File: config.mk
export PLATFORM = sky130hd
export DESIGN_NAME = addsub_serial_flat
export DESIGN_NICKNAME = d
export VERILOG_FILES = /design/src/rtl/addsub_pkg.sv /design/src/rtl/addsub_serial_if.sv /design/src/rtl/addsub_fa.sv /design/src/rtl/addsub_slice.sv /design/src/rtl/addsub_serial.sv /design/src/flat_wrapper.sv
export SDC_FILE = /design/constraint.sdc
export NUM_CORES = 1
export LEC_CHECK = 0
export ABC_AREA = 0
export CAP_MARGIN = 20
export CORE_ASPECT_RATIO = 1.5
export CORE_UTILIZATION = 23
export CTS_CLUSTER_SIZE = 24
export DETAILED_ROUTE_END_ITERATION = 7
export SLEW_MARGIN = 20
export SYNTH_ARGS = -nofsm -noshare
export SYNTH_HDL_FRONTEND = slang
export SYNTH_SLANG_ARGS = --single-unit
File: constraint.sdc
create_clock -name i_clk -period 5.2 [get_ports i_clk]
set_input_delay 1.04 -clock i_clk [delete_from_list [all_inputs] [get_ports i_clk]]
set_output_delay 1.04 -clock i_clk [all_outputs]
set_load 0.01 [all_outputs]
File: src/rtl/addsub_pkg.sv
// Shared types and constants for the serial adder/subtractor.
package addsub_pkg;

  typedef enum logic [1:0] {IDLE, CALC, DONE} state_t;

  localparam logic OP_ADD = 1'b0;
  localparam logic OP_SUB = 1'b1;

  // Counter width for n states, never less than one bit.
  function automatic int unsigned clog2_min1(input int unsigned n);
    int unsigned r;
    r = 0;
    while ((32'd1 << r) < n) r = r + 1;
    return (r == 0) ? 1 : r;
  endfunction

endpackage

File: src/rtl/addsub_serial_if.sv
// Request/result handshake bundle between the ALU controller (master) and addsub_serial (slave).
interface addsub_serial_if #(
  parameter int unsigned WIDTH = 16
);
  logic             i_valid;
  logic             o_ready;
  logic             i_sub;
  logic             i_cin;
  logic [WIDTH-1:0] i_A;
  logic [WIDTH-1:0] i_B;
  logic             o_valid;
  logic             i_ready;
  logic [WIDTH-1:0] o_S;
  logic             o_C;
  logic             o_V;
  logic             o_Z;
  logic             o_N;

  modport master (
    output i_valid, i_sub, i_cin, i_A, i_B, i_ready,
    input  o_ready, o_valid, o_S, o_C, o_V, o_Z, o_N
  );

  modport slave (
    input  i_valid, i_sub, i_cin, i_A, i_B, i_ready,
    output o_ready, o_valid, o_S, o_C, o_V, o_Z, o_N
  );
endinterface

File: src/rtl/addsub_fa.sv
// One-bit full adder cell.
module addsub_fa (
  input  logic a,
  input  logic b,
  input  logic ci,
  output logic s,
  output logic co
);
  assign s  = a ^ b ^ ci;
  assign co = (a & b) | (ci & (a ^ b));
endmodule

File: src/rtl/addsub_slice.sv
// Combinational CHUNK-bit ripple adder; also exposes the carry into its top bit for overflow.
module addsub_slice #(
  parameter int unsigned CHUNK = 4
) (
  input  logic [CHUNK-1:0] a,
  input  logic [CHUNK-1:0] b,
  input  logic             cin,
  output logic [CHUNK-1:0] s,
  output logic             cout,
  output logic             c_msb_in
);
  logic [CHUNK:0] c;

  assign c[0] = cin;

  for (genvar i = 0; i < CHUNK; i++) begin : g_fa
    addsub_fa u_fa (
      .a  (a[i]),
      .b  (b[i]),
      .ci (c[i]),
      .s  (s[i]),
      .co (c[i+1])
    );
  end

  assign cout     = c[CHUNK];
  assign c_msb_in = c[CHUNK-1];
endmodule

File: src/rtl/addsub_serial.sv
// Multi-cycle add/subtract, CHUNK bits per clock through one shared slice, with C/V/Z/N flags.
// Optional feature: define ADDSUB_SAT_EN to clamp overflowing results to signed max/min.
module addsub_serial
  import addsub_pkg::*;
#(
  parameter int unsigned WIDTH = 16,
  parameter int unsigned CHUNK = 4
) (
  input  logic           i_clk,
  input  logic           i_rst,
  addsub_serial_if.slave bus
);
  localparam int unsigned NCH = WIDTH / CHUNK;
  localparam int unsigned CW  = clog2_min1(NCH);

  state_t           state;
  logic [CW-1:0]    cnt;
  logic [WIDTH-1:0] a_q;
  logic [WIDTH-1:0] b_q;
  logic             carry_q;
  logic [WIDTH-1:0] s_q;
  logic             c_q, v_q, z_q, n_q;
  logic             ready_q, valid_q;

  logic [CHUNK-1:0]       slice_s;
  logic                   slice_cout, slice_cmsb;
  logic [WIDTH+CHUNK-1:0] s_cat;
  logic [WIDTH-1:0]       s_shift;
  logic [WIDTH-1:0]       s_fin;
  logic                   v_fin;
  logic                   last;

  addsub_slice #(.CHUNK(CHUNK)) u_slice (
    .a        (a_q[CHUNK-1:0]),
    .b        (b_q[CHUNK-1:0]),
    .cin      (carry_q),
    .s        (slice_s),
    .cout     (slice_cout),
    .c_msb_in (slice_cmsb)
  );

  // Operands shift down one chunk per cycle; each new sum chunk enters the result from the top,
  // so after NCH cycles chunk k sits at bits k*CHUNK +: CHUNK.
  assign s_cat   = {slice_s, s_q};
  assign s_shift = s_cat[WIDTH+CHUNK-1:CHUNK];
  assign v_fin   = slice_cmsb ^ slice_cout;
  assign last    = (cnt == CW'(NCH - 1));

`ifdef ADDSUB_SAT_EN
  localparam logic [WIDTH-1:0] SMAX = {1'b0, {(WIDTH-1){1'b1}}};
  localparam logic [WIDTH-1:0] SMIN = ~SMAX;

  // On overflow the wrapped sign is the inverse of the true sign.
  always_comb begin
    s_fin = s_shift;
    if (v_fin) s_fin = s_shift[WIDTH-1] ? SMAX : SMIN;
  end
`else
  assign s_fin = s_shift;
`endif

  always_ff @(posedge i_clk or posedge i_rst) begin
    if (i_rst) begin
      state   <= IDLE;
      cnt     <= '0;
      a_q     <= '0;
      b_q     <= '0;
      carry_q <= 1'b0;
      s_q     <= '0;
      c_q     <= 1'b0;
      v_q     <= 1'b0;
      z_q     <= 1'b0;
      n_q     <= 1'b0;
      ready_q <= 1'b1;
      valid_q <= 1'b0;
    end else begin
      case (state)
        IDLE: begin
          if (bus.i_valid) begin
            state   <= CALC;
            ready_q <= 1'b0;
            cnt     <= '0;
            a_q     <= bus.i_A;
            b_q     <= (bus.i_sub == OP_ADD) ? bus.i_B : ~bus.i_B;
            carry_q <= (bus.i_sub == OP_SUB) ^ bus.i_cin;
          end
        end
        CALC: begin
          a_q     <= a_q >> CHUNK;
          b_q     <= b_q >> CHUNK;
          carry_q <= slice_cout;
          s_q     <= s_shift;
          cnt     <= cnt + CW'(1);
          if (last) begin
            state   <= DONE;
            cnt     <= '0;
            s_q     <= s_fin;
            c_q     <= slice_cout;
            v_q     <= v_fin;
            z_q     <= (s_fin == '0);
            n_q     <= s_fin[WIDTH-1];
            valid_q <= 1'b1;
          end
        end
        DONE: begin
          if (bus.i_ready) begin
            state   <= IDLE;
            valid_q <= 1'b0;
            ready_q <= 1'b1;
          end
        end
        default: begin
          state   <= IDLE;
          valid_q <= 1'b0;
          ready_q <= 1'b1;
        end
      endcase
    end
  end

  assign bus.o_ready = ready_q;
  assign bus.o_valid = valid_q;
  assign bus.o_S     = s_q;
  assign bus.o_C     = c_q;
  assign bus.o_V     = v_q;
  assign bus.o_Z     = z_q;
  assign bus.o_N     = n_q;

endmodule

File: src/flat_wrapper.sv
// flat-port wrapper written by rule: the top's interface ports become plain ports
module addsub_serial_flat import addsub_pkg::*;
#(
  parameter int unsigned WIDTH = 16,
  parameter int unsigned CHUNK = 4
)
  (i_clk, i_rst, bus_i_valid, bus_i_sub, bus_i_cin, bus_i_A, bus_i_B, bus_i_ready, bus_o_ready, bus_o_valid, bus_o_S, bus_o_C, bus_o_V, bus_o_Z, bus_o_N);
  addsub_serial_if #(.WIDTH(WIDTH)) bus_i ();
  input  logic i_clk;
  input  logic i_rst;
  input wire logic [$bits(bus_i.i_valid)-1:0] bus_i_valid;
  input wire logic [$bits(bus_i.i_sub)-1:0] bus_i_sub;
  input wire logic [$bits(bus_i.i_cin)-1:0] bus_i_cin;
  input wire logic [$bits(bus_i.i_A)-1:0] bus_i_A;
  input wire logic [$bits(bus_i.i_B)-1:0] bus_i_B;
  input wire logic [$bits(bus_i.i_ready)-1:0] bus_i_ready;
  output wire logic [$bits(bus_i.o_ready)-1:0] bus_o_ready;
  output wire logic [$bits(bus_i.o_valid)-1:0] bus_o_valid;
  output wire logic [$bits(bus_i.o_S)-1:0] bus_o_S;
  output wire logic [$bits(bus_i.o_C)-1:0] bus_o_C;
  output wire logic [$bits(bus_i.o_V)-1:0] bus_o_V;
  output wire logic [$bits(bus_i.o_Z)-1:0] bus_o_Z;
  output wire logic [$bits(bus_i.o_N)-1:0] bus_o_N;
  assign bus_i.i_valid = bus_i_valid;
  assign bus_i.i_sub = bus_i_sub;
  assign bus_i.i_cin = bus_i_cin;
  assign bus_i.i_A = bus_i_A;
  assign bus_i.i_B = bus_i_B;
  assign bus_i.i_ready = bus_i_ready;
  assign bus_o_ready = bus_i.o_ready;
  assign bus_o_valid = bus_i.o_valid;
  assign bus_o_S = bus_i.o_S;
  assign bus_o_C = bus_i.o_C;
  assign bus_o_V = bus_i.o_V;
  assign bus_o_Z = bus_i.o_Z;
  assign bus_o_N = bus_i.o_N;
  addsub_serial #(.WIDTH(WIDTH), .CHUNK(CHUNK)) u_core (.i_clk(i_clk), .i_rst(i_rst), .bus(bus_i));
endmodule
==> flow_metrics.tcl <==
set metrics [dict create \
    post-layout-total-power_uw 2460 \
    worstReg2RegStart "u_core.b_q[0]" \
    finalNetCount 389 \
    synth-edff-count 0 \
    std_cell_rows 50 \
    core-area_um2 12400 \
    timing.hold.worst.class "reg -> reg" \
    floorplan.die_area_um2 13100 \
    setup_viol 0 \
    postRouteAntennaNets 0 \
    worst_skew_pair.late_latency_ps 330 \
    grt_pass1_wl_um 11500 \
    max-clock-path-buffers 2 \
    grt_setup_unrepaired "no" \
    met2_wirelength_um 3500 \
    tightest_slew_ps 891 \
    layout_min_cycle_time_ps 2550 \
    cts_max_level 3 \
    synth_seq_area_share_pct 50.7 \
    route.final.wire_length_um 6900 \
    post-cts-setup-buffers 0 \
    holdBufCountCts 0 \
    finalHoldViolations 0 \
    synthesis.nets 334 \
    grt_antenna_before_repair 0 \
    die-width_um 93.9 \
    dominantRegCellSynth "sky130_fd_sc_hd__dfrtp_1" \
    required_ps 5470 \
    clk_root_buffer_cell "sky130_fd_sc_hd__clkbuf_16" \
    length_in_cells_of_the_worst_reg_to_reg_path 10 \
    wl_met1_um 2960 \
    rrSetupSlack_ps 2680 \
    hpwl_um 4850 \
    critical_path.reg2reg.endpoint "u_core.bus.o_Z" \
    drt_pass1_iterations 4 \
    final-max-slew-violation-count 0 \
    worstSetupPathType "in -> reg" \
    post_cts_resize_count 0 \
    totalNegativeSetupSlack_ps 0 \
    port-buffer-count 59 \
    grt_start_max_net_pins 60 \
    synth-async-reset-ratio_pct 100 \
    final_layout_fill_cell_count 1304 \
    die_height_um 140 \
    wire_per_inst_um 13.6 \
    viasPerCell 4.48 \
    cts_sinks 59 \
    tritoncts "built" \
    worst_ep_arrival_time_ps 2820 \
    dr_wl_met3_um 344 \
    post-route-period-util_pct 49.1 \
    vdd.ir_drop.worst_uv 182 \
    route.top_layer_used "met4" \
    clkTransAtPathRegs_ps 50 \
    boundaryPins 60 \
    initial_utilization_pct 23.5 \
    worst_slew_margin_rel_pct 40.4 \
    netlist_area_um2 2910 \
    power.static_leakage_uw 0.00168 \
    cp-startpoint "bus_i_valid" \
    maxCapViolCount 0 \
    drc 0 \
    vias 2270 \
    total_routing_resource_utilization_after_global_routing_pct 11.5 \
    max_clock_freq_mhz 392 \
    cts_made_buffers 9 \
    critPathCapture "u_core.b_q[15]" \
    final_gp_congestion 0.750 \
    post_synth.cell_area_avg_um2 10.0 \
    power.density_cell_area_nw_per_um2 627 \
    layout-area-overhead-vs-synth_pct 34.8 \
    global_route.overflow_total 0 \
    diodes 0 \
    drive_above_1_share_pct 7.41 \
    crit_path_end_kind "register" \
    critPathLaunchType "primary input" \
    final.setup_skew_ps 5.24 \
    critical_path_peak_fanout 18 \
    run_status "finished clean" \
    yosys_warnings 0 \
    drt_iter0_markers 80 \
    synthesized_netlist_cell_count 291 \
    synth_seq_cells 59 \
    synth.lib_cells_used.distinct 34 \
    vias_in_the_first_global_route 2337 \
]
==> sequential cells by signal, indices dropped and copies added (netlist names), 2 cells and up <==
signal	count
u_core.a_q	16
u_core.b_q	16
u_core.bus.o_S	16
u_core.cnt	2
u_core.state	2
==> synthesized netlist by cell type (2+ instances only) <==
master / number / area share, %
sky130_fd_sc_hd__dfrtp_1: 58 / 50
sky130_fd_sc_hd__nand2_1: 56 / 7.2
sky130_fd_sc_hd__a21oi_1: 28 / 4.8
sky130_fd_sc_hd__nor2b_1: 25 / 5.4
sky130_fd_sc_hd__xnor2_1: 13 / 3.9
sky130_fd_sc_hd__a22oi_1: 12 / 3.1
sky130_fd_sc_hd__o22a_1: 12 / 3.6
sky130_fd_sc_hd__o21ai_0: 11 / 1.9
sky130_fd_sc_hd__inv_1: 10 / 1.3
sky130_fd_sc_hd__o21ai_1: 9 / 1.5
sky130_fd_sc_hd__a22o_1: 6 / 1.8
sky130_fd_sc_hd__buf_2: 6 / 1.0
sky130_fd_sc_hd__buf_4: 5 / 1.3
sky130_fd_sc_hd__xor2_1: 5 / 1.5
sky130_fd_sc_hd__clkbuf_1: 4 / 0.52
sky130_fd_sc_hd__fa_1: 4 / 2.7
sky130_fd_sc_hd__buf_6: 3 / 1.2
sky130_fd_sc_hd__nor2_1: 3 / 0.39
sky130_fd_sc_hd__and2b_1: 2 / 0.52
sky130_fd_sc_hd__nor2b_4: 2 / 0.94
sky130_fd_sc_hd__nor4_1: 2 / 0.43
sky130_fd_sc_hd__nor4b_1: 2 / 0.60
sky130_fd_sc_hd__o22ai_1: 2 / 0.43
==> kinds of logic after synthesis <==
kind of cell | count (synthesis) | share of synthesized area (%)
AND/OR/NAND/NOR | 97 | 16.8
AO/OA/AOI/OAI | 83 | 18.1
flip-flops | 59 | 50.7
buffers and inverters | 29 | 5.80
XOR/XNOR | 18 | 5.41
adder cells (fa/ha/maj) | 5 | 3.18
==> area by class of cell <==
class                   count  area [um^2]  share of cell area (%)
flip-flops and latches     59         1480                    37.6
well taps                 156          195                    4.97
clock buffers              12          256                    6.53
repair buffers             63          621                    15.8
clock inverters             4         72.6                    1.85
multi-input cells         203         1270                    32.3
inverters                  10         37.5                   0.956
==> worst min-delay path by stage <==
stage / start / to / slack, ps / depth (start not counted)
floorplan: u_core.cnt[0] / u_core.cnt[0] / 460 / 1
global placement: u_core.bus.o_ready / u_core.bus.o_ready / 460 / 2
detailed placement: u_core.bus.o_S[1] / u_core.bus.o_S[1] / 470 / 2
CTS: u_core.bus.o_S[1] / u_core.bus.o_S[1] / 480 / 2
global route: u_core.bus.o_ready / u_core.bus.o_ready / 500 / 2
finish: u_core.bus.o_ready / u_core.bus.o_ready / 470 / 2
==> critical path, cell delays in order <==
cell	delay, ps
sky130_fd_sc_hd__clkdlybuf4s50_1	840
sky130_fd_sc_hd__nor2b_4	440
sky130_fd_sc_hd__and2b_1	320
sky130_fd_sc_hd__a22o_1	170
==> where the power goes <==
part / internal (uW) / switching, uW
Combinational: 480 / 498
Clock: 444 / 201
Sequential: 666 / 172
Total: 1590 / 871
==> per-layer routing <==
layer | vias up | global-route usage (%)
met5 | - | 0
met4 | 0 | 4.37
met3 | 8 | 3.33
met2 | 72 | 19.3
met1 | 1091 | 13.7
li1 | 1099 | -
==> per-stage QoR <==
step	instance area (um^2)	util [%]	hold WS [ps]	std cells	setup WS [ps]
final	3930	31.7	475	507	2650
after global routing	3930	31.7	495	507	2460
after CTS	3930	31.7	481	507	2620
after detailed placement	3600	29.1	468	491	2270
after global placement	3600	29.1	457	491	2310
after floorplan	2910	-	461	291	2710
==> cells in the final DEF (no fill, tap or decap), drive strengths merged, types with 2 or more instances in the layout <==
| master | n |
|---|---|
| dfrtp | 58 |
| o21ai | 20 |
| fa | 4 |
| nor4 | 2 |
| o22a | 12 |
| and2b | 2 |
| nor4b | 2 |
| nor2 | 4 |
| o22ai | 2 |
| clkdlybuf4s50 | 59 |
| xnor2 | 13 |
| a21oi | 28 |
| a22o | 6 |
| nor2b | 27 |
| clkbuf | 12 |
| buf | 4 |
| xor2 | 5 |
| bufinv | 2 |
| nand2 | 56 |
| a22oi | 12 |
| inv | 10 |
No activity file was read; power rests on OpenSTA's default activity.
